**src/rtl/wb_rr_arbiter_2m.sv**
```systemverilog
// ---------------------------------------------------------------------------
// wb_rr_arbiter_2m
//
// Purpose:
//   Lets two Wishbone masters share one Wishbone slave. Masters take turns
//   (round-robin). Once a master owns the bus, it keeps it for its whole CYC.
//   A watchdog ends any strobe that the slave never acknowledges. The
//   offending master receives a one-cycle err pulse, so a hung slave cannot
//   stall the bus.
//
// Ports:
//   clk, reset                 rising-edge clock, synchronous active-high reset
//   m0_* / m1_*                master-side Wishbone ports (adr, dat, we, sel,
//                              stb, cyc in; dat, ack, err out)
//   s_*                        slave-side Wishbone port (adr, dat, we, sel,
//                              stb, cyc out; dat, ack in)
//   grant_o                    one-hot current owner, 2'b00 when idle
// ---------------------------------------------------------------------------
module wb_rr_arbiter_2m #(
    parameter int BUS_WIDTH  = 5,
    parameter int DATA_WIDTH = 32,
    parameter int BE_WIDTH   = 4,
    parameter int TIMEOUT    = 16
) (
    input  logic                  clk,
    input  logic                  reset,

    input  logic [BUS_WIDTH-1:0]  m0_adr_i,
    input  logic [DATA_WIDTH-1:0] m0_dat_i,
    output logic [DATA_WIDTH-1:0] m0_dat_o,
    input  logic                  m0_we_i,
    input  logic [BE_WIDTH-1:0]   m0_sel_i,
    input  logic                  m0_stb_i,
    input  logic                  m0_cyc_i,
    output logic                  m0_ack_o,
    output logic                  m0_err_o,

    input  logic [BUS_WIDTH-1:0]  m1_adr_i,
    input  logic [DATA_WIDTH-1:0] m1_dat_i,
    output logic [DATA_WIDTH-1:0] m1_dat_o,
    input  logic                  m1_we_i,
    input  logic [BE_WIDTH-1:0]   m1_sel_i,
    input  logic                  m1_stb_i,
    input  logic                  m1_cyc_i,
    output logic                  m1_ack_o,
    output logic                  m1_err_o,

    output logic [BUS_WIDTH-1:0]  s_adr_o,
    output logic [DATA_WIDTH-1:0] s_dat_o,
    input  logic [DATA_WIDTH-1:0] s_dat_i,
    output logic                  s_we_o,
    output logic [BE_WIDTH-1:0]   s_sel_o,
    output logic                  s_stb_o,
    output logic                  s_cyc_o,
    input  logic                  s_ack_i,

    output logic [1:0]            grant_o
);

    localparam int WDOG_W = $clog2(TIMEOUT);
    localparam logic [WDOG_W-1:0] WDOG_MAX = WDOG_W'(TIMEOUT - 1);

    typedef enum logic [1:0] {
        IDLE = 2'd0,
        GNT0 = 2'd1,
        GNT1 = 2'd2
    } state_t;

    state_t            state_q, state_d;
    logic              last_q, last_d;
    logic [WDOG_W-1:0] wdog_q, wdog_d;

    logic own_cyc;
    logic own_stb;
    logic timeout;

    // Slave-side mux from the current owner. The owner's stb is gated by its
    // own cyc, so slave stb drops in the same cycle that the owner releases
    // the bus. In the watchdog cycle, the strobe is withheld from the slave
    // and any ack is discarded, so err takes priority.
    always_comb begin
        s_adr_o  = '0;
        s_dat_o  = '0;
        s_we_o   = 1'b0;
        s_sel_o  = '0;
        own_cyc  = 1'b0;
        own_stb  = 1'b0;
        m0_dat_o = '0;
        m1_dat_o = '0;
        m0_ack_o = 1'b0;
        m1_ack_o = 1'b0;
        m0_err_o = 1'b0;
        m1_err_o = 1'b0;

        case (state_q)
            GNT0: begin
                s_adr_o = m0_adr_i;
                s_dat_o = m0_dat_i;
                s_we_o  = m0_we_i;
                s_sel_o = m0_sel_i;
                own_cyc = m0_cyc_i;
                own_stb = m0_stb_i & m0_cyc_i;
            end
            GNT1: begin
                s_adr_o = m1_adr_i;
                s_dat_o = m1_dat_i;
                s_we_o  = m1_we_i;
                s_sel_o = m1_sel_i;
                own_cyc = m1_cyc_i;
                own_stb = m1_stb_i & m1_cyc_i;
            end
            default: ;
        endcase

        timeout = own_stb && (wdog_q == WDOG_MAX);
        s_cyc_o = own_cyc;
        s_stb_o = own_stb & ~timeout;

        if (state_q == GNT0) begin
            m0_dat_o = s_dat_i;
            m0_ack_o = s_ack_i & own_stb & ~timeout;
            m0_err_o = timeout;
        end
        if (state_q == GNT1) begin
            m1_dat_o = s_dat_i;
            m1_ack_o = s_ack_i & own_stb & ~timeout;
            m1_err_o = timeout;
        end
    end

    assign grant_o = {state_q == GNT1, state_q == GNT0};

    // Next-state logic. When both masters request while the bus is idle, the
    // master that was not granted last wins. The watchdog counts only the
    // owner's unacknowledged strobe cycles. It returns to zero on an ack, when
    // the strobe is idle, when the bus changes hands, or after it fires.
    always_comb begin
        state_d = state_q;
        last_d  = last_q;
        wdog_d  = '0;

        case (state_q)
            IDLE: begin
                if (m0_cyc_i && (!m1_cyc_i || last_q)) begin
                    state_d = GNT0;
                    last_d  = 1'b0;
                end else if (m1_cyc_i) begin
                    state_d = GNT1;
                    last_d  = 1'b1;
                end
            end
            default: begin
                if (!own_cyc) begin
                    state_d = IDLE;
                end else if (own_stb && !timeout && !s_ack_i) begin
                    wdog_d = wdog_q + WDOG_W'(1);
                end
            end
        endcase
    end

    // After reset, last points at m1, so m0 wins the first contested request.
    always_ff @(posedge clk) begin
        if (reset) begin
            state_q <= IDLE;
            last_q  <= 1'b1;
            wdog_q  <= '0;
        end else begin
            state_q <= state_d;
            last_q  <= last_d;
            wdog_q  <= wdog_d;
        end
    end

endmodule

```
**config.mk**
```make
export PLATFORM = sky130hd
export DESIGN_NAME = wb_rr_arbiter_2m
export DESIGN_NICKNAME = d
export VERILOG_FILES = /design/src/rtl/wb_rr_arbiter_2m.sv
export SDC_FILE = /design/constraint.sdc
export NUM_CORES = 1
export LEC_CHECK = 0
export ABC_AREA = 1
export CAP_MARGIN = 20
export CORE_AREA = 2 2 91 93
export DETAILED_ROUTE_END_ITERATION = 12
export DIE_AREA = 0 0 93 95
export PLACE_DENSITY_LB_ADDON = 0.12
export SYNTH_ARGS = -nofsm -noshare
export SYNTH_HDL_FRONTEND = slang
export SYNTH_SLANG_ARGS = --single-unit
export TNS_END_PERCENT = 5
```
**constraint.sdc**
```tcl
create_clock -name clk -period 2.77 [get_ports clk]
set_input_delay 0.554 -clock clk [delete_from_list [all_inputs] [get_ports clk]]
set_output_delay 0.554 -clock clk [all_outputs]
set_load 0.03 [all_outputs]
```
; ---- Word-level counts from Yosys, hierarchy flattened
; Cells that the tools add are included.
[word_totals]
ff_bits = 7
inputBits = 123
out_inout_bits = 114
[classes]
n_addsub = 1
eq_ne = 5
mux = 18
n_bitwise = 8
n_reduce_logical = 13
[ops]
columns = cell, n
row1 = $mux 32, 2
row2 = $pmux 32 s2, 1
row3 = $pmux 5 s2, 1
row4 = $mux 2, 4
row5 = $pmux 4 s2, 1
row6 = $mux 1, 6
row7 = $pmux 1 s2, 3
row8 = $and 1x1->1, 5
row9 = $add 4x1->4 const B, 1
row10 = $eq 4x4->1 const B, 1
row11 = $logic_and 1x1->1, 4
row12 = $reduce_and 2->1, 2
row13 = $reduce_or 4->1, 1
row14 = $logic_not 1->1, 3
row15 = $ne 3x3->1 const B, 1
row16 = $not 1->1, 3
row17 = $eq 2x1->1 const B, 1
row18 = $eq 2x2->1 const B, 1
row19 = $logic_not 2->1, 1
row20 = $ne 2x1->1 const B, 1
row21 = $reduce_bool 2->1, 1
row22 = $logic_or 1x1->1, 1

; ---- Logic depth before layout (Yosys ltp)
[depth]
depth_word = 8
mapped_depth = 8

; ---- Worst setup path before layout
; Ideal clock, no wire load.
[synth_timing]
path_kind = reg-to-output
from = register state_q[0]
to = output m0_ack_o
arrival_time_ps = 1912
required_time_ps = 2216
slack_ps = 304
stages_incl_launch_ff = 9
cell_sequence = dfxtp_1 > inv_1 > ha_1 > nand3_1 > nand2_1 > nand2_1 > nor2_2 > nand2_1 > nor2_1
[synth_between]
elab_chain_cells = 6
word_cells_on_any_way = 8
cone_classes = eq/ne (2) / mux (2) / bitwise (3) / reduce/logical (1)
[synth_rtl]
columns = element, line_no
row1 = "start, declared", 69  ; state_t state_q, state_d;
row2 = "start signal, assigned", 169  ; state_q <= state_d;
row3 = $eq 2x2->1 (*), --
row4 = named net grant_o[1], 57  ; output logic [1:0] grant_o
row5 = $pmux 1 s2 (*), 95  ; case (state_q)
row6 = $logic_and 1x1->1, 115  ; timeout = own_stb && (wdog_q == WDOG_MAX);
row7 = $not 1->1, 121  ; m0_ack_o = s_ack_i & own_stb & ~timeout;
row8 = $and 1x1->1 (*), 121
row9 = $mux 1 (*), 119  ; if (state_q == GNT0) begin
row10 = "end, declared", 35  ; output logic m0_ack_o,
; The timed path passes the listed nets; every way through them passes the cells marked *.

; ---- Worst setup path in the final report
[layout_timing]
from = register state_q[1]
to = output m0_dat_o[20]
[layout_between]
elab_chain_cells = 2
[layout_rtl]
columns = element, line_no
row1 = $eq 2x1->1, 119
row2 = $mux 32, 119
row3 = "end, declared", 30  ; output logic [DATA_WIDTH-1:0] m0_dat_o,
; No other way between the ends.

==> summary.md <==
| Metric | Value |
|---|---|
| Multi-input logic area | roughly 1000 sq um |
| Critical path capture point type | primary output |
| Vias/cell | between 4 and 5 |
| Detailed Routing Iterations Pass 1 | 4 |
| ANT cells | 0 |
| CP Cell Sequence | inv_1 -> ha_2 -> buf_4 -> nand2_1 -> inv_1 -> clkdlybuf4s50_1 |
| First-pass GRT wire length | 11,200 um |
| CP max FO | 26 |
| Rows | 33 |
| IO buf count | roughly 240 |
| Post-Route WL | about 7600 um |
| CP arrival | 1950 ps |
| DRC | 0 |
| Internal power component | 0.591 mW |
| Slew Viols, Final | 0 |
| Core area | 7930 sq um |
| Status | finished clean |
| RePlAce Congestion | 0.779 |
| Full die area | 8840 sq um |
| Cell leakage power | about 2 nW |
| RSZ-0062 raised after global routing | false |
| Startpoint types | flop |
| Max-Cap Viols | 0 |
| Starting Density | roughly a fifth |
| Total track usage | 15.6% |
| PnR Total Power | roughly 1.1 mW |
| Min Hold Slack | 467 ps |
| Most used DFF post-synth | dfxtp_1 |
| Clock buffer depth | 2 |
| Gr ovfl total | 0 |
| Seq cells post-synth | 7 |
| Logic pwr share | 77.2% |
| Die extent in x | between 90 and 100 um |
| Fraction of registers with async set/reset | 0% |
| Share of the synthesized area in the top cell type | 39.3% |
| Setup violations, final | 0 |
| Leading post-synthesis cells by cell area | nand2_1, inv_1, a21oi_1, dfxtp_1, ha_1 |
| Worst-Skew Late Latency | 220 ps |
| Vias in the first global route | 2,422 |
| Util after Layout | 49.7% |
| Hold Vio Cnt, Final | 0 |
| Clk slew on worst S/H paths | 40 ps |
| Post-DRT Antenna Nets | 0 |
| Most frequent cells after synthesis | nand2_1, inv_1, a21oi_1, buf_2 |
| Post-layout minimum cycle time | around 2500 ps |
| P per Cell Area | 279 nW/um^2 |
| TritonCTS Buffers | 3 |
| H-tree Lvls | 1 |
| CTS tree | done |
| Avg Cell Area, Syn | approximately 4.6 sq um |
| Per-cell routed wire length | 11.4 um |
| Area leader, netlist | nand2_1 |
| Number of setup buffers added after CTS | 0 |
| Dpl hpwl | 6420 um |
| Sink Count | 7 |
| Clock Tree Root | clkbuf_8 |
| Sw Share | 46.3% |
| Fin Setup TNS | 0 ps |
| Worst Max-Slew Pin Slew | 359 ps |
| Worst path max stage delay | 680 ps |
| Peak Freq | 0.400 GHz |
| Number of flops mapped to enable cells by yosys | 0 |
| Clock Skew | 3.51 ps |
| Register area share after synthesis | under 10% |
| Clock network power share | between 10% and 20% |
| Initial antenna violation count | 0 |
| Yosys warns | 0 |
| Filler instances | 812 |
| Ports | 237 |
| Cts-stage hold buffer count | 0 |
| Drt initial violations | 48 |
| WP data required | 2220 ps |
| Synth Instances | 331 |
| Layout cells sized above 1 | 11.8% |
| Switching power | 0.510 mW |
| Cell area after synthesis | approximately 1500 sq um |
| Netlist cell types | 19 |
| Count leader, synth | nand2_1 |
| PostCTS Resize Cnt | 0 |
| Syn-to-layout area delta | 161% |
| Via Count | about 2,700 |
| Final nets | 690 |
| Final Cycle Share | 90.3% |
| CP Class | flop to primary output |
| Largest net degree at the start of global routing | 30 |
| Register Area | 140 sq um |
| Most Frequent Cell on Critical Path | inv_1 |
| Worst Hold Class | flop to flop |
| Die H | 95 um |
| Syn Nets | ~460 |
| Crit-path slowest cell | clkdlybuf4s50_1 |
| Maximum VDD drop | 151 uV |
| Max_slew headroom | 76.0% |
| Seq pwr share | 10.1% |
## power by group through the flow
stage               logic [mW]  clock network (mW)  registers (mW)
floorplan                0.427                   0           0.111
global placement         0.855                   0           0.112
detailed placement       0.858                   0           0.113
CTS                      0.860               0.144           0.111
global route             0.920               0.152           0.111
finish                   0.851               0.140           0.111
## critical path, delay by kind of cell, from the launching register on
kind	cells	cell delay [ps]
and+or+nand+nor	1	80
buffers and inverters	4	1120
adders and majority gates	1	200
DFF	1	320
## final cells by class
type	instances	share of cell area, %
clock buffer	4	1.14
inverter	73	6.95
multi-input combinational	231	25.6
sequential	7	3.56
tap	105	3.33
timing repair buffer	246	59.4
## layout by cell type (no fill, tap or decap), drive strengths merged
cell type,count
inv,72
nor3,1
ha,5
xor2,1
and3,1
a21o,1
o21ai,1
clkinv,1
clkdlybuf4s50,188
nand2,158
xnor2,1
buf,58
dfxtp,7
clkbuf,4
a21oi,45
nand3,8
nor2,9
## metrics by stage
step                      worst slack (ps)  cells  cell area [sq um]
after floorplan                        304    331               1510
after global placement                 375    662               3900
after detailed placement               373    662               3900
after CTS                              243    666               3940
after global routing                   133    666               3940
final                                  268    666               3940
## cell families (layout without fill, tap and decap cells)
group,count (synthesis),count (layout),share of synthesized area [%]
simple gates,177,177,45.5
buf+inv,93,323,24.1
compound gates,47,47,15.8
flops,7,7,9.29
fa+ha+maj,5,5,4.15
xor+xnor,2,2,1.16
## final timing paths
path | startpoint | to | slack (ps) | cells past startpoint
min | wdog_q[0]$_SDFF_PP0_ | wdog_q[0]$_SDFF_PP0_ | 470 | 1
min reg2reg | wdog_q[0]$_SDFF_PP0_ | wdog_q[0]$_SDFF_PP0_ | 470 | 1
max | state_q[1]$_SDFFE_PP0P_ | m0_dat_o[20] | 270 | 6
max reg2reg | state_q[1]$_SDFFE_PP0P_ | wdog_q[0]$_SDFF_PP0_ | 1030 | 10
## routing by layer
layer / up-vias / wire length [um] / share of wire (%) / track usage (%)
li1: 1422 / - / - / -
met5: - / 0 / 0 / 0
met3: 2 / 725 / 9.5 / 4.23
met1: 1103 / 2950 / 39 / 17.5
met2: 142 / 3880 / 51 / 29.2
met4: 0 / 42 / 0.55 / 3.43
## registers in the layout, indices dropped and copies added (netlist names)
register	count
wdog_q	4
state_q	2
last_q	1
(Power assumes the default switching activity.)
